$ cat config.mk
export PLATFORM = sky130hd
export DESIGN_NAME = token_copy_flat
export DESIGN_NICKNAME = d
export VERILOG_FILES = /design/src/rtl/lzs_pkg.sv /design/src/rtl/token_copy_if.sv /design/src/rtl/token_copy_hist_shadow.sv /design/src/rtl/token_copy.sv /design/src/flat_wrapper.sv
export SDC_FILE = /design/constraint.sdc
export NUM_CORES = 1
export LEC_CHECK = 0
export BUFFER_PORTS_ARGS = -buffer_cell sky130_fd_sc_hd__buf_4
export CAP_MARGIN = 20
export CORE_UTILIZATION = 45
export CTS_CLUSTER_SIZE = 16
export DETAILED_ROUTE_END_ITERATION = 8
export HOLD_SLACK_MARGIN = 0.05
export PLACE_DENSITY = 0.63
export SLEW_MARGIN = 30
export SYNTH_ARGS = -nofsm -noshare
export SYNTH_HDL_FRONTEND = slang
export SYNTH_SLANG_ARGS = --single-unit
$ cat constraint.sdc
create_clock -name clk -period 5.1 [get_ports clk]
set_clock_uncertainty 0.1 [all_clocks]
set_input_delay 1.275 -clock clk [delete_from_list [all_inputs] [get_ports clk]]
set_output_delay 1.275 -clock clk [all_outputs]
set_load 0.005 [all_outputs]
$ cat src/rtl/lzs_pkg.sv
// lzs_pkg: shared constants for the token copy engine.
//   - token kind encodings carried on token_kind
//   - history window depth (2048) and its address width
//   - shadow depth (8), the short-distance window kept inside the block
//   - token_is_legal(): the single definition of an acceptable token
package lzs_pkg;

    localparam logic [1:0] KIND_LITERAL = 2'd0;
    localparam logic [1:0] KIND_MATCH   = 2'd1;
    localparam logic [1:0] KIND_END     = 2'd2;
    localparam logic [1:0] KIND_RSVD    = 2'd3;

    localparam int BYTE_W       = 8;
    localparam int LEN_W        = 12;
    localparam int HIST_DEPTH   = 2048;
    localparam int HIST_AW      = $clog2(HIST_DEPTH);
    localparam int SHADOW_DEPTH = 8;
    localparam int SHADOW_AW    = $clog2(SHADOW_DEPTH);

    // Literals and end markers are always legal; a match needs a non-zero
    // distance and a non-zero length; the reserved kind is never legal.
    function automatic logic token_is_legal(
        input logic [1:0]         kind,
        input logic [HIST_AW-1:0] offset,
        input logic [LEN_W-1:0]   length
    );
        logic legal;
        legal = 1'b1;
        if (kind == KIND_RSVD) begin
            legal = 1'b0;
        end else if (kind == KIND_MATCH) begin
            legal = (offset != '0) && (length != '0);
        end
        return legal;
    endfunction

endpackage

$ cat src/rtl/token_copy_if.sv
// token_copy_if: token bus between a token producer (master) and the copy
// engine (slave).
//   token_valid   master -> slave  a token is offered this cycle
//   token_ready   slave  -> master the engine takes a token this cycle
//   token_kind    master -> slave  literal / match / end / reserved
//   token_literal master -> slave  literal byte
//   token_offset  master -> slave  match distance
//   token_length  master -> slave  match length
//
// Handshake: a token transfers on every rising clk edge where token_valid
// and token_ready are both 1. The master holds valid and all payload fields
// stable until that edge; ready may be 1 without valid and does not depend
// on valid.
interface token_copy_if;
    import lzs_pkg::*;

    logic               token_valid;
    logic               token_ready;
    logic [1:0]         token_kind;
    logic [BYTE_W-1:0]  token_literal;
    logic [HIST_AW-1:0] token_offset;
    logic [LEN_W-1:0]   token_length;

    modport master (
        output token_valid, token_kind, token_literal, token_offset, token_length,
        input  token_ready
    );

    modport slave (
        input  token_valid, token_kind, token_literal, token_offset, token_length,
        output token_ready
    );
endinterface

$ cat src/rtl/token_copy_hist_shadow.sv
// hist_shadow: the last SHADOW_DEPTH emitted bytes, newest at index 0.
//   clk, rst_n  clock, asynchronous active-low reset (contents to 0)
//   i_wr_en     push i_wr_data as the newest byte, ageing the others
//   i_wr_data   byte being emitted
//   i_rd_idx    0 = newest byte, SHADOW_DEPTH-1 = oldest
//   o_rd_data   combinational read of the indexed entry
module hist_shadow
    import lzs_pkg::*;
(
    input  logic                 clk,
    input  logic                 rst_n,
    input  logic                 i_wr_en,
    input  logic [BYTE_W-1:0]    i_wr_data,
    input  logic [SHADOW_AW-1:0] i_rd_idx,
    output logic [BYTE_W-1:0]    o_rd_data
);

    logic [BYTE_W-1:0] r_mem [SHADOW_DEPTH];

    always_ff @(posedge clk or negedge rst_n) begin
        if (!rst_n) begin
            for (int i = 0; i < SHADOW_DEPTH; i++) begin
                r_mem[i] <= '0;
            end
        end else if (i_wr_en) begin
            r_mem[0] <= i_wr_data;
            for (int i = 1; i < SHADOW_DEPTH; i++) begin
                r_mem[i] <= r_mem[i-1];
            end
        end
    end

    assign o_rd_data = r_mem[i_rd_idx];

endmodule

$ cat src/rtl/token_copy.sv
// token_copy: turns literal / match / end tokens into a byte stream.
//   clk            sole clock, rising edge
//   rst            asynchronous active-low reset
//   tok            token bus (slave side)
//   hist_rd_en     history RAM read strobe (far matches only)
//   hist_rd_addr   history RAM read address, (pointer - offset) mod 2048
//   hist_rd_data   history RAM data, valid the cycle after hist_rd_en
//   decode_result  emitted byte
//   result_valid   decode_result holds a new byte this cycle
//   done           one-cycle pulse once an end marker has drained
//   token_err      one-cycle pulse after an illegal token is taken
//   o_dbg_state    current FSM state (IDLE/COPY/DRAIN)
//
// Pipeline: S0 issues a byte (literal pending, or one COPY cycle, which also
// drives the RAM read). S1 picks literal / shadow / RAM data and registers
// decode_result. A byte taken at edge T appears on result_valid after T+2.
module token_copy
    import lzs_pkg::*;
(
    input  logic               clk,
    input  logic               rst,
    token_copy_if.slave        tok,
    output logic               hist_rd_en,
    output logic [HIST_AW-1:0] hist_rd_addr,
    input  logic [BYTE_W-1:0]  hist_rd_data,
    output logic [BYTE_W-1:0]  decode_result,
    output logic               result_valid,
    output logic               done,
    output logic               token_err,
    output logic [1:0]         o_dbg_state
);

    localparam logic [1:0] ST_IDLE  = 2'd0;
    localparam logic [1:0] ST_COPY  = 2'd1;
    localparam logic [1:0] ST_DRAIN = 2'd2;

    // FSM and S0 state
    logic [1:0]         r_state;
    logic               r_lit_pend;
    logic [BYTE_W-1:0]  r_lit_byte;
    logic [HIST_AW-1:0] r_offset;
    logic [LEN_W-1:0]   r_remaining;
    logic [HIST_AW-1:0] r_ptr;
    logic               r_drain_first;
    logic               r_done;
    logic               r_err;

    // S1 state
    logic                 r_s1_vld;
    logic                 r_s1_match;
    logic                 r_s1_use_ram;
    logic [BYTE_W-1:0]    r_s1_lit;
    logic [SHADOW_AW-1:0] r_s1_idx;

    // output stage
    logic [BYTE_W-1:0] r_result;
    logic              r_result_vld;

    logic                 w_accept;
    logic                 w_legal;
    logic                 w_copy;
    logic                 w_issue;
    logic                 w_far;
    logic                 w_pipe_busy;
    logic [SHADOW_AW-1:0] w_shadow_idx;
    logic [BYTE_W-1:0]    w_shadow_byte;
    logic [BYTE_W-1:0]    w_byte;

    // Ready is gated by rst so it reads 0 while reset is held, even though
    // the state register already sits in IDLE.
    assign tok.token_ready = rst && (r_state == ST_IDLE);

    assign w_accept     = tok.token_valid && tok.token_ready;
    assign w_legal      = token_is_legal(tok.token_kind, tok.token_offset, tok.token_length);
    assign w_copy       = (r_state == ST_COPY);
    assign w_issue      = r_lit_pend || w_copy;
    assign w_far        = (r_offset > HIST_AW'(SHADOW_DEPTH));
    assign w_pipe_busy  = w_issue || r_s1_vld;
    // offset 1..8 -> shadow index 0..7 (offset 8 wraps to 7 in 3 bits)
    assign w_shadow_idx = r_offset[SHADOW_AW-1:0] - SHADOW_AW'(1);

    // Near matches never touch the RAM; their bytes come from the shadow.
    assign hist_rd_en   = w_copy && w_far;
    assign hist_rd_addr = hist_rd_en ? (r_ptr - r_offset) : '0;

    always_ff @(posedge clk or negedge rst) begin
        if (!rst) begin
            r_state       <= ST_IDLE;
            r_lit_pend    <= 1'b0;
            r_lit_byte    <= '0;
            r_offset      <= '0;
            r_remaining   <= '0;
            r_drain_first <= 1'b0;
            r_done        <= 1'b0;
            r_err         <= 1'b0;
        end else begin
            r_lit_pend <= 1'b0;
            r_done     <= 1'b0;
            r_err      <= 1'b0;
            case (r_state)
                ST_IDLE: begin
                    if (w_accept) begin
                        if (!w_legal) begin
                            r_err <= 1'b1;
                        end else begin
                            case (tok.token_kind)
                                KIND_LITERAL: begin
                                    r_lit_pend <= 1'b1;
                                    r_lit_byte <= tok.token_literal;
                                end
                                KIND_MATCH: begin
                                    r_state     <= ST_COPY;
                                    r_offset    <= tok.token_offset;
                                    r_remaining <= tok.token_length;
                                end
                                default: begin
                                    r_state       <= ST_DRAIN;
                                    r_drain_first <= 1'b1;
                                end
                            endcase
                        end
                    end
                end
                ST_COPY: begin
                    r_remaining <= r_remaining - LEN_W'(1);
                    if (r_remaining == LEN_W'(1)) begin
                        r_state <= ST_IDLE;
                    end
                end
                ST_DRAIN: begin
                    // Once S0/S1 are empty: if the last byte is on the output
                    // now, done follows it next cycle; if nothing was in
                    // flight, spend one extra cycle so done lands two cycles
                    // after the end marker was taken.
                    if (!w_pipe_busy) begin
                        if (r_result_vld || !r_drain_first) begin
                            r_done  <= 1'b1;
                            r_state <= ST_IDLE;
                        end else begin
                            r_drain_first <= 1'b0;
                        end
                    end
                end
                default: r_state <= ST_IDLE;
            endcase
        end
    end

    // S0 -> S1 register, issue pointer and output stage
    always_ff @(posedge clk or negedge rst) begin
        if (!rst) begin
            r_s1_vld     <= 1'b0;
            r_s1_match   <= 1'b0;
            r_s1_use_ram <= 1'b0;
            r_s1_lit     <= '0;
            r_s1_idx     <= '0;
            r_ptr        <= '0;
            r_result     <= '0;
            r_result_vld <= 1'b0;
        end else begin
            r_s1_vld     <= w_issue;
            r_s1_match   <= w_copy;
            r_s1_use_ram <= w_far;
            r_s1_lit     <= r_lit_byte;
            r_s1_idx     <= w_shadow_idx;
            if (w_issue) begin
                r_ptr <= r_ptr + HIST_AW'(1);
            end
            r_result_vld <= r_s1_vld;
            if (r_s1_vld) begin
                r_result <= w_byte;
            end
        end
    end

    // S1 source select
    always_comb begin
        w_byte = r_s1_lit;
        if (r_s1_match) begin
            w_byte = r_s1_use_ram ? hist_rd_data : w_shadow_byte;
        end
    end

    // The shadow is written in the same edge that registers result_valid, so
    // the next byte in S1 already sees this one at index 0.
    hist_shadow u_shadow (
        .clk       (clk),
        .rst_n     (rst),
        .i_wr_en   (r_s1_vld),
        .i_wr_data (w_byte),
        .i_rd_idx  (r_s1_idx),
        .o_rd_data (w_shadow_byte)
    );

    assign decode_result = r_result;
    assign result_valid  = r_result_vld;
    assign done          = r_done;
    assign token_err     = r_err;
    assign o_dbg_state   = r_state;

endmodule

$ cat src/flat_wrapper.sv
// flat-port wrapper written by rule: the top's interface ports become plain ports
module token_copy_flat import lzs_pkg::*;
  (clk, rst, hist_rd_en, hist_rd_addr, hist_rd_data, decode_result, result_valid, done, token_err, o_dbg_state, tok_token_valid, tok_token_kind, tok_token_literal, tok_token_offset, tok_token_length, tok_token_ready);
  token_copy_if tok_i ();
  input  logic clk;
  input  logic rst;
  output logic hist_rd_en;
  output logic [HIST_AW-1:0] hist_rd_addr;
  input  logic [BYTE_W-1:0] hist_rd_data;
  output logic [BYTE_W-1:0] decode_result;
  output logic result_valid;
  output logic done;
  output logic token_err;
  output logic [1:0] o_dbg_state;
  input wire logic [$bits(tok_i.token_valid)-1:0] tok_token_valid;
  input wire logic [$bits(tok_i.token_kind)-1:0] tok_token_kind;
  input wire logic [$bits(tok_i.token_literal)-1:0] tok_token_literal;
  input wire logic [$bits(tok_i.token_offset)-1:0] tok_token_offset;
  input wire logic [$bits(tok_i.token_length)-1:0] tok_token_length;
  output wire logic [$bits(tok_i.token_ready)-1:0] tok_token_ready;
  assign tok_i.token_valid = tok_token_valid;
  assign tok_i.token_kind = tok_token_kind;
  assign tok_i.token_literal = tok_token_literal;
  assign tok_i.token_offset = tok_token_offset;
  assign tok_i.token_length = tok_token_length;
  assign tok_token_ready = tok_i.token_ready;
  token_copy u_core (.clk(clk), .rst(rst), .tok(tok_i), .hist_rd_en(hist_rd_en), .hist_rd_addr(hist_rd_addr), .hist_rd_data(hist_rd_data), .decode_result(decode_result), .result_valid(result_valid), .done(done), .token_err(token_err), .o_dbg_state(o_dbg_state));
endmodule
======== Word level (Yosys, flattened, before mapping) ========
Cells that the tools add are included.
storage, ports and cells
  flip-flop bits (word level) ............. 127
  output and inout port bits .............. 26
  word-level logic and storage cells ...... 99
cells by class
  add/sub/neg operators ................... 4
  equality and inequality tests ........... 14
  reductions and logical operators ........ 20
  bitwise operators ....................... 1
  order comparisons ....................... 2
  muxes and demuxes ....................... 35
operators with widths
  operator                                                                 count
  12-bit two-way mux                                                       3
  8-bit two-way mux                                                        4
  8-bit binary-select mux with 3-bit select                                1
  12-bit one-hot mux with 2 select lines                                   1
  1-bit two-way mux                                                        17
  12-bit by 1-bit equality test with 1-bit output, second input constant   1
  2-bit inequality test, second input constant                             6
  4-bit AND reduction                                                      3
  6-bit AND reduction                                                      2
  12-bit nonzero test                                                      1
  12-bit by 1-bit subtractor with 12-bit output, second input constant     1
  11-bit by 1-bit adder with 11-bit output, second input constant          1
  11-bit by 4-bit > comparator with 1-bit output, second input constant    1
  11-bit two-way mux                                                       1
  11-bit nonzero test                                                      1
  11-bit subtractor                                                        1
  2-bit two-way mux                                                        5
  2-bit by 1-bit inequality test with 1-bit output, second input constant  3
  2-bit one-hot mux with 3 select lines                                    1
  2-bit by 1-bit equality test with 1-bit output, second input constant    2
  2-bit equality test, second input constant                               2
  4-bit greater-or-equal comparator, second input constant                 1
  1-bit logical AND                                                        4
  2-bit zero test                                                          2
  other kinds (8)                                                          11

======== Logic depth before layout (Yosys ltp) ========
  word-level depth ........................ 7
  mapped depth ............................ 9
  depth with buffers taken out ............ 9

======== Hierarchy ========
A second synthesis with hierarchy kept.
second synthesis, totals
  cell total of the unflattened synthesis .. 525
  area total of the unflattened synthesis .. 6,533.8 µm²
by module, submodules not included
  module       area each (µm²)  cells each  times used  sequential area each (µm²)
  token_copy   3,627.2          361         1           1,776.7
  hist_shadow  2,906.5          164         1           1,601.5

======== Least setup slack after synthesis ========
No wires, ideal clock.
  kind .................................... register to output
  start ................................... register u_core.r_ptr[0]
  end ..................................... output port hist_rd_addr[10]
  slack ................................... 1,800 ps
  path buffers ............................ 0
  arrival ................................. 1,925 ps
  cell stages (with the launch flop) ...... 10
  cells stage by stage .................... dfrtp_1 inv_1 ha_1 inv_1 fa_1 a21oi_1 o22ai_1 o41ai_1 xnor2_1 nor2_1
on the way
  word-level cells in the longest chain between the ends .. 2
ends and longest elaborated chain
  what                    RTL line           RTL
  start, declared         token_copy.sv:43   logic [HIST_AW-1:0] r_ptr;
  start signal, assigned  token_copy.sv:167  r_ptr <= r_ptr + HIST_AW'(1);
  11-bit subtractor       token_copy.sv:84   assign hist_rd_addr = hist_rd_en ? (r_ptr - r_offset) : '0;
  11-bit two-way mux      token_copy.sv:84
  end, declared           flat_wrapper.sv:8  output logic [HIST_AW-1:0] hist_rd_addr;
Every way passes these cells.

======== Worst setup path after layout ========
Same ends and word-level chain as after synthesis.

==> metrics.yaml <==
grtUsageMet1_pct: 25.6
drc: 0
yosys-top-cells-area: "dfrtp_1 (51%), mux2_2 (13%), mux4_2 (2.9%)"
synth_top_area_share_pct: 51.4
drt_wl_total_mm: 12.7
globalplace.congestion: 0.841
cp.required_ns: 3.72
hold_end: "u_core.r_s1_lit[1]"
top_usage_layer: "met2"
worstReg2RegEnd: "u_core.decode_result[3]"
pwr_density_cell_mw_per_mm2: 686
fin_crit_ns: 4.07
ioPinCount: 70
yosysSeqAreaShare_pct: 51.4
avgSynthCellArea_sq_um: 11.4
core_area_sq_mm: 0.0133
final_util_pct: 55.6
fin_cells: 791
synth_top_cell_by_area: "dfrtp_1"
first_pass_iters: 4
die_height_um: 119
vdd_drop_max_mv: 0.319
grtUsageTotal_pct: 19.5
reg2reg_setup_slack_ns: 2.72
startpoint_type: "register"
critPathLaunch: "u_core.r_ptr[0]"
dp.cells: 760
synth_warnings: 0
die_area_sq_mm: 0.0142
ctsHoldBuffers: 0
syn_inst: 544
synth_edf_count: 0
hold_start: "u_core.r_lit_byte[1]"
synth_ff_type: "dfrtp_1"
initial_utilization_pct: 46.5
synth_nets: 603
clkLatencyLatePin_ns: 0.42
layout.cell_area.non_filler_sq_mm: 0.00739
crit_path_end_kind: "output port"
ant_nets: 0
multi_input_area_sq_mm: 0.00275
maxCapViolations: 0
htree_num_levels: 4
fillCellCount: 1138
period_share_pct: 79.7
drive_gt1_share_pct: 31.1
clock.fmax_mhz: 246
syn_to_final_growth_pct: 19.5
cp_data_arrival_time_ns: 2.69
worst_pin_slew_ns: 0.919
viasPerCell: 5.45
seq_area_sq_mm: 0.00318
diodes: 0
grt_max_degree: 63
setup.worst_path.class: "register to output port"
netlist_area_sq_mm: 0.00618
cts_max_path_buffers: 2
portBuffers: 69
ys_async_sr_fraction_pct: 100
drv_slew: 0
layout.nets: 662
leakagePower_uw: 0.00334
grt_pass1_vias: 4350
r2r_start: "u_core.r_s1_idx[1]"
cts_root_buf: "clkbuf_16"
cts_tree: "yes"
routedWlPerCell_um: 16.1
placementRows: 42
cts.sinks: 127
cts_setup_buffers: 0
fin_setup_tns_ns: 0
outcome: "complete, no violations"
die_x_um: 119
holdPathStages: 0
grt_pass1_wl_mm: 21.3
hold_violations: 0
synth.distinct_cells: 56
met3_usage_pct: 4.89
setup_viol: 0
placed_area_sq_mm: 0.00679
drtIter0Drc: 211
hp-class: "register to register"
met2_usage_pct: 30.7
timing.hold.ws_ns: 0.271
rsz0062_at_grt: "no"
hpwl_mm: 8.70
path_clk_slew_ns: 0.05
synth-seq-cells: 127
slew_headroom_pct: 38.7
cts.repair.resized: 0
grt.overflow.total: 0
cts_buffers: 17
antenna_found_initial: 0
num_vias: 4309
worstRegToRegCells: 5
timing.critical_path.fanout_max: 3
layout make-up:
class / instances / area share (%)
clock buffer: 21 / 6.23
clock inverter: 10 / 1.86
inverter: 21 / 1.07
multi-input combinational: 362 / 37.2
sequential: 127 / 43.0
tap: 176 / 2.98
timing repair buffer: 74 / 7.57
critical path: stages (launching register included):
cell and delay, ns:
dfrtp_1 0.39, inv_1 0.11, ha_1 0.18, inv_1 0.05, fa_1 0.39, a21oi_1 0.18
o22ai_1 0.17, o41ai_1 0.42, xnor2_1 0.17, nor2_1 0.06, buf_4 0.14
state kept, by name, summed over array words and instances, names as in the netlist:
name,flops
u_core.done,1
u_core.r_s1_use_ram,1
u_core.r_remaining,12
u_core.decode_result,8
u_core.r_s1_idx,3
u_core.r_lit_byte,8
u_core.r_s1_vld,1
u_core.result_valid,1
u_core.r_s1_match,1
u_core.r_lit_pend,1
u_core.o_dbg_state,2
u_core.r_s1_lit,8
u_core.r_ptr,11
u_core.r_drain_first,1
u_core.r_offset,11
u_core.u_shadow.r_mem,56
u_core.token_err,1
layer usage:
layer | vias to the layer above | share of wire [%]
li1 | 2060 | -
met1 | 2147 | 45
met2 | 83 | 49
met3 | 19 | 3.7
met4 | 0 | 1.9
met5 | - | 0
through the flow:
stage	worst slack, ns	total power (uW)
2_1_floorplan	1.80	3270
3_3_place_gp	1.54	3800
5_1_grt	0.850	5430
6_report	1.03	5070
3_5_place_dp	1.48	3870
4_1_cts	1.03	5120
synthesized netlist by cell type, drive strengths merged, types with 2 or more instances:
| library cell | n |
|---|---|
| a22oi | 7 |
| nor4 | 8 |
| o41ai | 2 |
| nand2b | 4 |
| dfrtp | 127 |
| nor2b | 14 |
| a21oi | 35 |
| mux2i | 2 |
| o221ai | 8 |
| and3 | 4 |
| a31oi | 4 |
| o22ai | 2 |
| nand4 | 4 |
| xnor2 | 10 |
| inv | 21 |
| ha | 14 |
| nand3 | 11 |
| o211a | 2 |
| and2 | 4 |
| nor2 | 36 |
| nand3b | 3 |
| or3 | 8 |
| xor2 | 8 |
| mux4 | 8 |
| nand2 | 40 |
| o21ai | 20 |
| nor3 | 11 |
| nor3b | 6 |
| buf | 21 |
| or4 | 2 |
| mux2 | 73 |
| o31ai | 3 |
| clkbuf | 13 |
worst max-delay path by stage:
stage | slack, ns | cells after the start | endpoint
after global placement | 1.54 | 10 | hist_rd_addr[10]
after CTS | 1.03 | 10 | hist_rd_addr[10]
after floorplan | 1.80 | 9 | hist_rd_addr[10]
final | 1.03 | 10 | hist_rd_addr[10]
after global routing | 0.85 | 10 | hist_rd_addr[10]
after detailed placement | 1.48 | 10 | hist_rd_addr[10]
cells by family after synthesis:
group	synth area share [%]
simple gates	13.0
fa+ha+maj	3.16
buf+inv	4.21
xor+xnor	2.55
mux	16.5
compound gates	9.17
flops	51.4
cells in the final DEF, fill, tap and decap left out, types with 4 or more instances in the layout:
master	synthesis	routed
a21oi_1	35	35
a22oi_1	7	7
a31oi_1	4	4
and3_1	4	4
buf_4	8	73
clkbuf_16	0	17
dfrtp_1	127	126
ha_1	14	14
inv_1	20	20
mux2_2	70	70
mux4_2	8	8
nand2_1	40	40
nand2b_1	4	4
nand3_1	11	11
nor2_1	35	35
nor2b_1	14	14
nor3_1	11	11
nor3b_1	5	5
nor4_1	7	7
o21ai_0	14	14
o21ai_1	6	6
o221ai_1	8	8
or3_1	7	7
xnor2_1	10	10
xor2_1	8	8
power by group:
part | internal (uW) | switching [uW]
sequential | 1470 | 429
clock | 789 | 433
combinational | 1070 | 869
total | 3340 | 1730
Power figures use the tool's default switching activity.
